### src/rtl/usb_pkt_tx.sv
// USB packet transmitter: endpoint byte stream in, PHY valid/ready bytes out, with PID check,
// payload length limit and inter-packet gap. Define USB_TX_CRC16_EN to append CRC16 to data PIDs.
module usb_pkt_tx #(
  parameter int MAX_PAYLOAD = 1024,
  parameter int IPG_CYCLES  = 8
) (
  input  logic       clk,
  input  logic       nrst,
  input  logic [7:0] data_in,
  input  logic       data_in_start_stop,
  output logic       data_in_strb,
  output logic       data_in_fail,
  output logic [7:0] tx_data,
  output logic       tx_valid,
  input  logic       tx_ready,
  output logic       tx_stp,
  output logic       tx_err,
  input  logic       tx_abort
);

  typedef enum logic [2:0] {
    IDLE, SEND_PID, SEND_DATA, SEND_CRC_LO, SEND_CRC_HI, STOP, GAP
  } state_e;

  localparam logic [10:0] MAX_LEN  = 11'(MAX_PAYLOAD);
  localparam logic [7:0]  GAP_LAST = 8'(IPG_CYCLES - 1);

  state_e      state_q, state_d;
  logic [7:0]  tx_data_q, tx_data_d;
  logic        tx_valid_q, tx_valid_d;
  logic        tx_stp_q, tx_stp_d;
  logic        tx_err_q, tx_err_d;
  logic        fail_q, fail_d;
  logic [10:0] len_q, len_d;
  logic [7:0]  gap_q, gap_d;

  logic        in_payload, pid_ok, pkt_start, byte_latch, crc_append;
  logic [15:0] crc_out;

  // tx_data_q doubles as the holding register for the byte on offer to the PHY.
  assign in_payload   = (state_q == SEND_PID) || (state_q == SEND_DATA);
  assign data_in_strb = in_payload & tx_valid_q & tx_ready & ~tx_abort;
  assign pid_ok       = (data_in[7:4] == ~data_in[3:0]);
  assign pkt_start    = (state_q == IDLE) & data_in_start_stop & pid_ok;
  assign byte_latch   = data_in_strb & ~data_in_start_stop & (len_q < MAX_LEN);

`ifdef USB_TX_CRC16_EN
  logic [15:0] crc_q, crc_d;
  logic        data_pid_q, data_pid_d;

  // Reflected 0xA001 update, one input bit per step, LSB first.
  function automatic logic [15:0] crc16_byte(input logic [15:0] crc, input logic [7:0] b);
    logic [15:0] c;
    c = crc;
    for (int i = 0; i < 8; i++) begin
      c = (c >> 1) ^ (((c[0] ^ b[i]) == 1'b1) ? 16'hA001 : 16'h0000);
    end
    return c;
  endfunction

  always_comb begin
    crc_d      = crc_q;
    data_pid_d = data_pid_q;
    if (pkt_start) begin
      crc_d      = 16'hFFFF;
      data_pid_d = (data_in[1:0] == 2'b11);  // DATA0/DATA1/DATA2/MDATA
    end else if (byte_latch) begin
      crc_d = crc16_byte(crc_q, data_in);
    end
  end

  always_ff @(posedge clk or negedge nrst) begin
    if (!nrst) begin
      crc_q      <= 16'hFFFF;
      data_pid_q <= 1'b0;
    end else begin
      crc_q      <= crc_d;
      data_pid_q <= data_pid_d;
    end
  end

  assign crc_append = data_pid_q;
  assign crc_out    = ~crc_q;
`else
  assign crc_append = 1'b0;
  assign crc_out    = 16'h0000;
`endif

  always_comb begin
    state_d    = state_q;
    tx_data_d  = tx_data_q;
    tx_valid_d = 1'b0;
    tx_stp_d   = 1'b0;
    tx_err_d   = 1'b0;
    fail_d     = 1'b0;
    len_d      = len_q;
    gap_d      = gap_q;

    if (tx_abort && (state_q != IDLE) && (state_q != GAP)) begin
      state_d = IDLE;
      fail_d  = 1'b1;
    end else begin
      case (state_q)
        IDLE: begin
          if (pkt_start) begin
            state_d    = SEND_PID;
            tx_data_d  = data_in;
            tx_valid_d = 1'b1;
            len_d      = '0;
          end else if (data_in_start_stop) begin
            fail_d = 1'b1;
          end
        end
        SEND_PID, SEND_DATA: begin
          tx_valid_d = 1'b1;
          if (data_in_strb) begin
            if (byte_latch) begin
              state_d   = SEND_DATA;
              tx_data_d = data_in;
              len_d     = len_q + 11'd1;
            end else if (!data_in_start_stop) begin
              // one byte too many: abort the packet, the extra byte is dropped
              state_d    = STOP;
              tx_valid_d = 1'b0;
              tx_stp_d   = 1'b1;
              tx_err_d   = 1'b1;
              fail_d     = 1'b1;
            end else if (crc_append) begin
              state_d   = SEND_CRC_LO;
              tx_data_d = crc_out[7:0];
            end else begin
              state_d    = STOP;
              tx_valid_d = 1'b0;
              tx_stp_d   = 1'b1;
            end
          end
        end
        SEND_CRC_LO: begin
          tx_valid_d = 1'b1;
          if (tx_ready) begin
            state_d   = SEND_CRC_HI;
            tx_data_d = crc_out[15:8];
          end
        end
        SEND_CRC_HI: begin
          tx_valid_d = 1'b1;
          if (tx_ready) begin
            state_d    = STOP;
            tx_valid_d = 1'b0;
            tx_stp_d   = 1'b1;
          end
        end
        STOP: begin
          state_d = GAP;
          gap_d   = GAP_LAST;
        end
        GAP: begin
          if (gap_q == 8'd0) state_d = IDLE;
          else               gap_d   = gap_q - 8'd1;
        end
        default: state_d = IDLE;
      endcase
    end
  end

  always_ff @(posedge clk or negedge nrst) begin
    if (!nrst) begin
      state_q    <= IDLE;
      tx_data_q  <= 8'h00;
      tx_valid_q <= 1'b0;
      tx_stp_q   <= 1'b0;
      tx_err_q   <= 1'b0;
      fail_q     <= 1'b0;
      len_q      <= '0;
      gap_q      <= '0;
    end else begin
      state_q    <= state_d;
      tx_data_q  <= tx_data_d;
      tx_valid_q <= tx_valid_d;
      tx_stp_q   <= tx_stp_d;
      tx_err_q   <= tx_err_d;
      fail_q     <= fail_d;
      len_q      <= len_d;
      gap_q      <= gap_d;
    end
  end

  assign tx_data      = tx_data_q;
  assign tx_valid     = tx_valid_q;
  assign tx_stp       = tx_stp_q;
  assign tx_err       = tx_err_q;
  assign data_in_fail = fail_q;

endmodule
### config.mk
export PLATFORM = sky130hd
export DESIGN_NAME = usb_pkt_tx
export DESIGN_NICKNAME = d
export VERILOG_FILES = /design/src/rtl/usb_pkt_tx.sv
export SDC_FILE = /design/constraint.sdc
export NUM_CORES = 1
export LEC_CHECK = 0
export ABC_AREA = 1
export BUFFER_PORTS_ARGS = -buffer_cell sky130_fd_sc_hd__buf_2
export CORE_MARGIN = 1.5
export CORE_UTILIZATION = 38
export DETAILED_ROUTE_END_ITERATION = 8
export GPL_TIMING_DRIVEN = 1
export PLACE_DENSITY_LB_ADDON = 0.1
export SLEW_MARGIN = 20
export SYNTH_ARGS = -nofsm -noshare
export SYNTH_HDL_FRONTEND = slang
export SYNTH_SLANG_ARGS = --single-unit
### constraint.sdc
create_clock -name clk -period 1.6 [get_ports clk]
set_clock_uncertainty 0.15 [all_clocks]
set_input_delay 0.32 -clock clk [delete_from_list [all_inputs] [get_ports clk]]
set_output_delay 0.32 -clock clk [all_outputs]
set_load 0.1 [all_outputs]
---- Word-level counts from Yosys, hierarchy flattened ----
Cells that the tools add are included.
W data, S select, Z words.
storage, ports and cells
  word-level logic and storage cells ...... 93
  bits of input ports ..................... 13
  output and inout bits ................... 13
  register bits ........................... 34
operators by class
  $lt $le $gt $ge ......................... 1
  equal/unequal tests ..................... 18
  $add $sub $neg .......................... 2
  reduce and logical (&&, ||, !) cells .... 14
  bitwise logic cells ..................... 11
  muxes and demuxes ....................... 39
operators with widths
  cell                     number
  $mux W8                  5
  $mux W11                 3
  $pmux W8 S3              1
  $pmux W11 S2             1
  $mux W3                  7
  $pmux W3 S6              1
  $mux W1                  17
  $pmux W8 S2              1
  $ne A3 B3 Y1 const B     5
  $add A11 B1 Y11 const B  1
  $lt A11 B11 Y1 const B   1
  $ne A2 B2 Y1 const B     5
  $reduce_and A5 Y1        2
  $eq A3 B3 Y1 const B     3
  $logic_not A8 Y1         1
  $sub A8 B1 Y8 const B    1
  $and A1 B1 Y1            7
  $eq A3 B2 Y1 const B     2
  $reduce_and A6 Y1        1
  $reduce_bool A3 Y1       2
  $eq A4 B4 Y1             1
  $not A4 Y4               1
  $pmux W1 S2              2
  $pmux W1 S4              1
  9 further kinds          13

---- Longest topological paths before layout ----
Gate-level depths: netlist of the first run.
  depth in word-level cells ............... 11
  mapped depth ............................ 11
  gate-level depth less buffers ........... 11

---- Worst setup path before layout of the first run ----
No wires, ideal clock.
  path type ............................... register -> register
  from .................................... reg tx_valid_q, in the netlist tx_valid
  to ...................................... reg len_q[0]
  library setup time ...................... 65 ps
  arrival ................................. 2394 ps
  cell stages (with the launch flop) ...... 8
  required time ........................... 1385 ps
  setup slack ............................. -1009 ps
  path buffers ............................ 0
  period minus slack after synthesis ...... 2609 ps
  path through ............................ dfrtp_1 nand3_1 nor2_4 nand2_4 nor2_8 inv_2 or2_0 nand2_1
between the ends
  cells in the longest elaborated chain, start to end .. 7
  elaborated cells on any way between the ends .. 8
  classes of those cells .................. 2 x eq/ne; 5 x bitwise; 1 x reduce/logical
RTL lines
  what                                    line  text
  start: declaration                      30    logic tx_valid_q, tx_valid_d;
  start signal: assignment                179   tx_valid_q <= tx_valid_d;
  $and A1 B1 Y1 (*) (3 in a row)          42    assign data_in_strb = in_payload & tx_valid_q & tx_ready & ~tx_abort;
  via data_in_strb                        11    output logic data_in_strb,
  $and A1 B1 Y1 (2 in a row)              45    assign byte_latch = data_in_strb & ~data_in_start_stop & (len_q < MAX_LEN);
  $ne A2 B2 Y1 (no source line)           -
  $reduce_and A5 Y1 (no source line) (*)  -
  end signal: assignment                  183   len_q <= len_d;
  end: declaration                        34    logic [10:0] len_q, len_d;
Mark *: on every way through the listed nets, which the timed path passes. The rest lies on a longest branch.
A chain may end at the register's enable or synchronous reset.

---- Final worst setup path of the first run ----
  from .................................... reg state_q[0]
  to ...................................... out data_in_strb
between the ends
  cells in the longest elaborated chain, start to end .. 5
  elaborated cells on any way between the ends .. 6
  classes of those cells .................. 2 x eq/ne; 3 x bitwise; 1 x reduce/logical
RTL lines
  what                                          line  text
  start: declaration                            28    state_e state_q, state_d;
  start signal: assignment                      177   state_q <= state_d;
  $eq A3 B1 Y1 or $eq A3 B2 Y1 (tied branches)  41    assign in_payload = (state_q == SEND_PID) || (state_q == SEND_DATA);
  $logic_or A1 B1 Y1 (*)                        41
  $and A1 B1 Y1 (*) (3 in a row)                42
  end: declaration                              11
Mark *: on every way between the ends. The rest lies on a longest branch, timed or not.

==> impl_metrics.json, run 1 <==
{
  "regArea_um2": 857.1,
  "vias": 2061,
  "synthArstFlopShare": 1.000,
  "dpl.hpwl_um": 3632,
  "peakVddDrop_mv": 1.690,
  "multiInputGateArea_um2": 1315,
  "route.detailed.drc": 0,
  "clk_path_buf_depth": 2,
  "grt_overflow": 0,
  "drive_above_1_share": 0.3850,
  "setup_violations": 26,
  "core-area_um2": 5473,
  "postRouteAntennaNets": 0,
  "tightestPinTransition_ps": 504.3,
  "hold-path-cell-count": 3,
  "grt_pass1_vias": 1956,
  "synth_top_cell_by_area": "dfrtp_1",
  "dieArea_um2": 6089,
  "min_path_type": "primary input to flip-flop",
  "ios": 26,
  "worst_slack_ps": -213.5,
  "die-height_um": 78.04,
  "postPlaceCellArea_um2": 2678,
  "ys_seq_area_frac": 0.3977,
  "clock-sinks": 34,
  "critPathArrivalTime_ps": 1340,
  "clk_pin_slew_ps": 70,
  "root_buffer": "clkbuf_8",
  "finalHoldViolCount": 0,
  "worstSetupPathType": "flip-flop to primary output",
  "period_needed_ps": 1814,
  "slew_headroom": 0.6661,
  "drt_iter0_markers": 92,
  "rrSetupSlack_ps": -180,
  "outcome": "complete, but fails checks",
  "synth_area_per_cell_um2": 7.378,
  "cts_tree": "built",
  "antenna_cells": 0,
  "drv_cap": 0,
  "io_buffers": 25,
  "die_width_um": 78.04,
  "drt-vias-per-instance": 4.621,
  "ys_ff_latch": 34,
  "syn2layout_area_growth_pct": 48.48,
  "synth_area_um2": 2140,
  "synth_top_area_share": 0.3977,
  "slew_violations": 0,
  "period_share": 1.133,
  "endpoint_kind": "primary output",
  "regToRegStartpoint": "state_q[1]",
  "ff2ff_path_depth": 9,
  "start_kind": "flip-flop",
  "rsz0062_at_grt": "yes",
  "htreeDepth": 2,
  "synth_cells": 290,
  "grt_pass1_wl_um": 9080,
  "ys_warn_count": 0,
  "synth_area_leaders": "dfrtp_1, nand2_1, inv_1",
  "grt_max_degree": 35,
  "power_leakage_nw": 1.678,
  "powerDensity_nw_per_um2": 1805,
  "violations": "negative setup slack",
  "stdcell_area_um2": 3177,
  "syn-num-nets": 306,
  "wire_per_inst_um": 12.04,
  "nNetsFinal": 389,
  "rows": 27,
  "min_from": "tx_ready",
  "holdWs_ps": 225.5,
  "cp_max_fo": 4,
  "min_delay_worst_endpoint": "tx_stp",
  "wirelength_um": 5369,
  "grt_use_total": 0.1903,
  "cts_buffers": 5,
  "place.gp.congestion": 0.8258,
  "ys_types": 31,
  "synth_top_flop_cell": "dfrtp_1",
  "insertion_delay_ps": 290,
  "first_pass_iters": 6,
  "r2r-end": "tx_data[2]",
  "fillers": 517,
  "fmax_mhz": 551.4,
  "antenna_found_initial": 0,
  "initial_core_util": 0.3909,
  "synth-edff-count": 0,
  "cp.required_ps": 1130
}
## worst max-delay path by stage
stage	to	cells after the start	from	slack, ps
after floorplan	len_q[0]	7	tx_valid	-460
after global placement	len_q[8]	8	state_q[1]	-160
after detailed placement	len_q[8]	8	state_q[1]	-160
after CTS	data_in_strb	4	state_q[1]	-160
after global routing	tx_data[2]	9	state_q[1]	-290
final	data_in_strb	4	state_q[0]	-210
## layout by cell type, fill, tap and decap left out, drive strengths merged
| master | count |
|---|---|
| dfrtp | 34 |
| nand4 | 10 |
| or2 | 2 |
| nand3b | 7 |
| xnor2 | 1 |
| nor2 | 38 |
| nor4 | 1 |
| buf | 77 |
| clkbuf | 8 |
| a21oi | 3 |
| clkinv | 1 |
| nor3 | 3 |
| nand2 | 108 |
| xor2 | 4 |
| nand3 | 22 |
| inv | 38 |
| ha | 3 |
| dlygate4sd3 | 1 |
| o21ai | 11 |
| a31oi | 2 |
## cells by family after synthesis
logic type | synth area share
AOI/OAI and AO/OA | 0.04561
xor gates and xnor gates | 0.02047
adders and majority gates | 0.01755
buffers and inverters | 0.08479
DFF | 0.3977
and+or+nand+nor | 0.4339
## layout make-up
class                   count  share of cell area
inverters                  38             0.04805
clock inverters             1            0.001575
flip-flops and latches     34              0.2698
multi-input cells         215              0.4139
well taps                  72             0.02836
repair buffers             79              0.2111
clock buffers               7             0.02718
## Yosys cell counts, types with 4 or more instances
master	instances
nand3b_1	7
nor2_1	30
o21ai_1	5
nand4_1	10
nand3_1	15
nand2_2	5
dfrtp_1	34
inv_1	33
xor2_1	4
nor2_4	4
inv_2	4
nand2_1	101
nand3_2	4
o21ai_0	6
## through the flow
stage / util / cells / setup TNS, ps / worst slack, ps / power, W
after floorplan: - / 290 / -5179 / -463.8 / 0.003466
after global placement: 0.4893 / 419 / -2864 / -158.8 / 0.004247
after detailed placement: 0.4893 / 419 / -2633 / -155.4 / 0.004264
after CTS: 0.5489 / 442 / -2555 / -160.6 / 0.005395
after global routing: 0.5805 / 446 / -5787 / -285.1 / 0.006102
final: 0.5805 / 446 / -3311 / -213.5 / 0.005735
## flip-flops by register name (all words and copies together), names as in the netlist
| name | count |
|---|---|
| state_q | 3 |
| tx_stp | 1 |
| data_in_fail | 1 |
| tx_valid | 1 |
| gap_q | 8 |
| tx_err | 1 |
| len_q | 11 |
| tx_data | 8 |
## worst max-delay path, stage by stage, from the launching register on
cell     delay (ps)
dfrtp_2         480
nand2_4         130
nand3_4          90
nor2_4          170
buf_12          190
## power breakdown
group	total, W	switching (W)	internal [W]	leakage [nW]
sequential	0.00125	0.000165	0.00108	0.446
clock	0.000662	0.000314	0.000347	0.0482
combinational	0.00383	0.00246	0.00137	1.18
total	0.00573	0.00294	0.00280	1.68
## per-layer routing
metal	vias up	global-route usage	routed length (um)
li1	1079	-	-
met1	929	0.2454	2523
met2	41	0.3130	2523
met3	12	0.03953	188
met4	0	0.07321	133
met5	-	0	0
## timing repair
action                     CTS  global route
hold buffers                 1             0
gates resized for setup     34            34
pin swaps                   21            22
setup endpoints to repair   27            35
hold endpoints to repair    34             0
setup buffers               16             7
cloned                       1             1
Power figures use the tool's default switching activity.
==> run 2, diff against run 1 <==
BUFFER_PORTS_ARGS = default   (was -buffer_cell sky130_fd_sc_hd__buf_2)
CORE_UTILIZATION = 57   (was 38)
DONT_BUFFER_PORTS = 1   (was default)
==> run 2 against run 1 <==
Net effect: critical path depth up 6; sequential share of layout area up 2.7 points; the run still ends with negative setup slack left; final area down 9.1%; combinational power down 7.6%; highest routed layer unchanged; setup slack better by 37 ps; maximum frequency up 2.1%; via count down 2.2%.
==> impl_metrics.json, run 2 (same netlist as run 1, synthesis figures left out) <==
{
  "cp_max_fo": 8,
  "setup_violations": 33,
  "hold-path-cell-count": 2,
  "drt_iter0_markers": 124,
  "stdcell_area_um2": 2888,
  "initial_core_util": 0.5888,
  "finalHoldViolCount": 0,
  "fillers": 266,
  "period_share": 1.111,
  "grt_use_total": 0.2587,
  "io_buffers": 0,
  "place.gp.congestion": 0.8884,
  "powerDensity_nw_per_um2": 1867,
  "dpl.hpwl_um": 3268,
  "postRouteAntennaNets": 0,
  "regMostFlops": "len_q",
  "holdWs_ps": 46.32,
  "drt-vias-per-instance": 5.038,
  "antenna_cells": 0,
  "regArea_um2": 858.3,
  "crit_chain": "buf_6 -> nor2_4 -> nand2_4 -> nor2_4 -> nand3_2 -> nand2_4 -> buf_12 -> nand3_4 -> nand2_1 -> nand2_1",
  "endpoint_kind": "flip-flop",
  "dieArea_um2": 4130,
  "worstSetupPathType": "flip-flop to flip-flop",
  "power.total_w": 0.005390,
  "start_kind": "flip-flop",
  "ff2ff_path_depth": 10,
  "clock-sinks": 34,
  "min_delay_worst_endpoint": "tx_stp",
  "grt_overflow": 0,
  "antenna_found_initial": 0,
  "rsz0062_at_grt": "yes",
  "worst_slack_ps": -176.9,
  "outcome": "complete, but fails checks",
  "cpPeakStageDelay_ps": 440,
  "critPathArrivalTime_ps": 1800,
  "power_leakage_nw": 1.549,
  "min_from": "tx_ready",
  "cp_slowest_cell": "dfrtp_2",
  "clk_pin_slew_ps": 70,
  "route.detailed.drc": 0,
  "regToRegStartpoint": "state_q[1]",
  "wirelength_um": 5046,
  "mostFrequentLayoutCells": "nand2_1, buf_4, inv_1",
  "insertion_delay_ps": 290,
  "syn2layout_area_growth_pct": 34.97,
  "cp.required_ps": 1630,
  "grt_pass1_vias": 1886,
  "nNetsFinal": 367,
  "drive_above_1_share": 0.3125,
  "rrSetupSlack_ps": -180,
  "fmax_mhz": 562.8,
  "layout.cells.non_filler": 400,
  "die_width_um": 64.27,
  "htreeDepth": 2,
  "slew_headroom": 0.7810,
  "peakVddDrop_mv": 1.650,
  "cts_tree": "built",
  "postPlaceCellArea_um2": 2565,
  "dp_cells": 378,
  "wire_per_inst_um": 12.62,
  "cts_buffers": 5,
  "violations": "negative setup slack",
  "slew_violations": 0,
  "vias": 2015,
  "clk_path_buf_depth": 2,
  "ios": 26,
  "r2r-end": "tx_data[1]",
  "final_common_cell": "nand2_1",
  "min_path_type": "primary input to flip-flop",
  "grt_max_degree": 35,
  "fin_setup_tns_ps": -3711,
  "tightestPinTransition_ps": 325.1,
  "largest_reg_flops": 11,
  "drv_cap": 0,
  "period_needed_ps": 1777,
  "multiInputGateArea_um2": 1197,
  "first_pass_iters": 5,
  "grt_pass1_wl_um": 8217,
  "root_buffer": "clkbuf_8",
  "die-height_um": 64.27,
  "core-area_um2": 3633,
  "rows": 22
}
-- run 2: changes by cell type in the layout (fill, tap and decap cells not counted), moves of 2 or more --
cell	before	now
buf_2	23	0
buf_4	35	45
buf_6	14	6
inv_1	29	32
inv_4	4	1
nand2_1	89	94
nand2_2	8	10
nand2_4	10	4
nand3_1	9	13
nand3_4	8	4
nor2_4	9	7
-- run 2: repair_timing --
item	CTS	global route
hold buffers	2	0
pin swaps	7	6
buffers inserted	11	1
setup endpoints to repair	31	33
endpoints found under the hold margin	34	0
gates resized for setup	17	14
-- run 2: cell type report --
cell class | count | share of cell area
clock buffers | 7 | 0.02990
clock inverters | 1 | 0.001733
multi-input cells | 214 | 0.4146
inverters | 38 | 0.05026
repair buffers | 58 | 0.1854
well taps | 48 | 0.02080
flip-flops and latches | 34 | 0.2972
-- run 2: routing by layer --
layer / track usage / vias up / share of wire
met5: 0 / - / 0
met4: 0.1117 / 0 / 0.029
met3: 0.04754 / 13 / 0.034
met2: 0.4414 / 37 / 0.51
met1: 0.3200 / 938 / 0.43
li1: - / 1027 / -
-- run 2: per-stage QoR --
step,setup slack (ps),utilization
after floorplan,-463.8,-
after global placement,-86.40,0.7059
after detailed placement,-114.4,0.7059
after CTS,-146.6,0.7758
after global routing,-271.3,0.7948
final,-176.9,0.7948
-- run 2: worst max-delay path, delay by kind of cell, from the launching register on --
| kind | cells | cell delay, ps |
|---|---|---|
| flops | 1 | 440 |
| buf+inv | 2 | 250 |
| simple gates | 8 | 820 |
-- run 2: worst max-delay path by stage --
stage	from	end	slack, ps	depth (start not counted)
5_1_grt	state_q[1]	tx_data[1]	-270	10
6_report	state_q[1]	tx_data[1]	-180	10
3_5_place_dp	state_q[1]	len_q[1]	-110	9
3_3_place_gp	state_q[0]	data_in_strb	-90	5
4_1_cts	state_q[0]	data_in_strb	-150	4
2_1_floorplan	tx_valid	len_q[0]	-460	7
-- run 2: power by group --
group          switching, W  internal, W
Clock              0.000320     0.000347
Sequential         0.000107      0.00108
Combinational       0.00232      0.00121
==> run 3, diff against run 2 <==
CORE_UTILIZATION = 63   (was 57)
clock period = 1.7 ns   (was 1.6 ns; I/O delays follow)
==> run 3 against run 2 <==
Net effect: the run still ends with negative setup slack left; via count up 14%; non-clock buffer count down 9; clock-buffer cell count unchanged; sequential share of layout area up 1.1 points; combinational power down 3%; wire length up 40%; die area down 9.1%; utilization up 9.3 points; sequential power down 3%.
==> impl_metrics.json, run 3 (same netlist as run 1, synthesis figures left out) <==
{
  "min_path_type": "primary input to flip-flop",
  "cp_max_fo": 8,
  "period_share": 1.168,
  "grt_max_degree": 35,
  "violations": "negative setup slack",
  "drv_cap": 0,
  "crit_chain": "buf_4 -> nor2_4 -> nand2_4 -> nor2_4 -> nand3_4 -> nand2_8 -> buf_12 -> nand3_4 -> nand2_1 -> nand2_1",
  "holdWs_ps": 65.49,
  "route.detailed.drc": 0,
  "period_needed_ps": 1985,
  "setup_violations": 33,
  "cp-startpoint": "state_q[0]",
  "finish.utilization": 0.8880,
  "finalHoldViolCount": 0,
  "initial_core_util": 0.6840,
  "drt-vias-per-instance": 5.956,
  "first_pass_iters": 5,
  "place.gp.congestion": 0.9550,
  "die-height_um": 61.28,
  "postRouteAntennaNets": 0,
  "slew_headroom": 0.7626,
  "grt_pass1_wl_um": 8901,
  "dieArea_um2": 3755,
  "clock-sinks": 34,
  "regMostFlops": "len_q",
  "io_buffers": 0,
  "worstSetupPathType": "flip-flop to flip-flop",
  "grt_pass1_vias": 2017,
  "dpl.hpwl_um": 3308,
  "vias": 2305,
  "clk_pin_slew_ps": 130,
  "worst_path_dominant_cell_family": "simple AND/OR/NAND/NOR gates",
  "mostFrequentLayoutCells": "nand2_1, buf_4, dfrtp_1",
  "power_leakage_nw": 1.493,
  "rows": 20,
  "grt_use_total": 0.3260,
  "peakVddDrop_mv": 1.479,
  "cts_tree": "built",
  "clk_path_buf_depth": 2,
  "drive_above_1_share": 0.2915,
  "worst_slack_ps": -284.8,
  "slew_violations": 0,
  "cts_buffers": 5,
  "wirelength_um": 7086,
  "root_buffer": "clkbuf_4",
  "outcome": "complete, but fails checks",
  "antenna_cells": 0,
  "start_kind": "flip-flop",
  "core-area_um2": 3128,
  "drt_iter0_markers": 416,
  "fin_setup_tns_ps": -5835,
  "cpPeakStageDelay_ps": 480,
  "crit_buf_inv": 2,
  "antenna_found_initial": 0,
  "tightestPinTransition_ps": 352.9,
  "insertion_delay_ps": 380,
  "cp_slowest_cell": "dfrtp_2",
  "fmax_mhz": 503.8,
  "syn2layout_area_growth_pct": 29.82,
  "nNetsFinal": 358,
  "endpoint_kind": "flip-flop",
  "largest_reg_flops": 11,
  "wire_per_inst_um": 18.31,
  "final_common_cell": "nand2_1",
  "rsz0062_at_grt": "yes",
  "cp.required_ps": 1820,
  "regToRegStartpoint": "state_q[0]",
  "powerDensity_nw_per_um2": 1849,
  "critPathArrivalTime_ps": 2110,
  "grt_overflow": 0,
  "die_width_um": 61.28,
  "ios": 26,
  "min_from": "data_in[3]",
  "htreeDepth": 2
}
==> run 3: changes by cell type in the layout (fill, tap and decap cells not counted), sizes merged <==
cell / previous run / this run
dlygate4sd3: 1 / 3
buf: 57 / 46
inv: 38 / 37
clkinvlp: 0 / 1
==> run 3: metrics by stage <==
| stage | setup WS (ps) | std cells | cell area, um^2 | power [W] |
|---|---|---|---|---|
| finish | -284.8 | 387 | 2778 | 0.005135 |
| global route | -354.4 | 387 | 2778 | 0.005326 |
| CTS | -105.7 | 381 | 2643 | 0.004547 |
| detailed placement | -51.31 | 358 | 2397 | 0.003770 |
| global placement | 14.97 | 358 | 2397 | 0.003711 |
| floorplan | -363.8 | 290 | 2156 | 0.003252 |
==> run 3: layout make-up <==
class,instances,area (um^2)
Inverter,38,153.9
Multi-Input combinational cell,214,1211
Fill cell,148,350.3
Tap cell,44,55.05
Clock inverter,1,5.005
Sequential cell,34,857.1
Timing Repair Buffer,49,440.4
Clock buffer,7,55.05
==> run 3: power breakdown <==
group          switching (W)  internal, W
combinational        0.00238      0.00107
sequential          0.000139      0.00101
clock               0.000333     0.000200
==> run 3: layer usage <==
metal,GRT usage,share of wire
met1,0.3840,0.35
met3,0.07773,0.094
met5,0,0
met2,0.5502,0.50
met4,0.1708,0.050
==> run 3: path summary, 6_finish.rpt <==
| check | endpoint | slack, ps | cells past startpoint |
|---|---|---|---|
| max | tx_data[2] | -280 | 10 |
| min | tx_data[3] | 70 | 4 |
| max reg2reg | tx_data[2] | -280 | 10 |
| min reg2reg | len_q[3] | 350 | 2 |
| max in group asynchronous | len_q[6] | 890 | 2 |
| min in group asynchronous | len_q[9] | 310 | 2 |
==> run 3: timing repair <==
action                                  4_1_cts  5_1_grt
hold buffers                                  4        0
gates cloned                                  0        0
endpoints found under the setup margin       20       33
setup buffers                                11        6
resized for setup                            13       24
endpoints found under the hold margin        36        0
pin swaps                                     4        9
==> run 3: worst reg2reg max path, delay by kind of cell, from the launching register on <==
kind	cells	cell delay [ps]
and+or+nand+nor	8	980
DFF	1	480
buffers and inverters	2	270
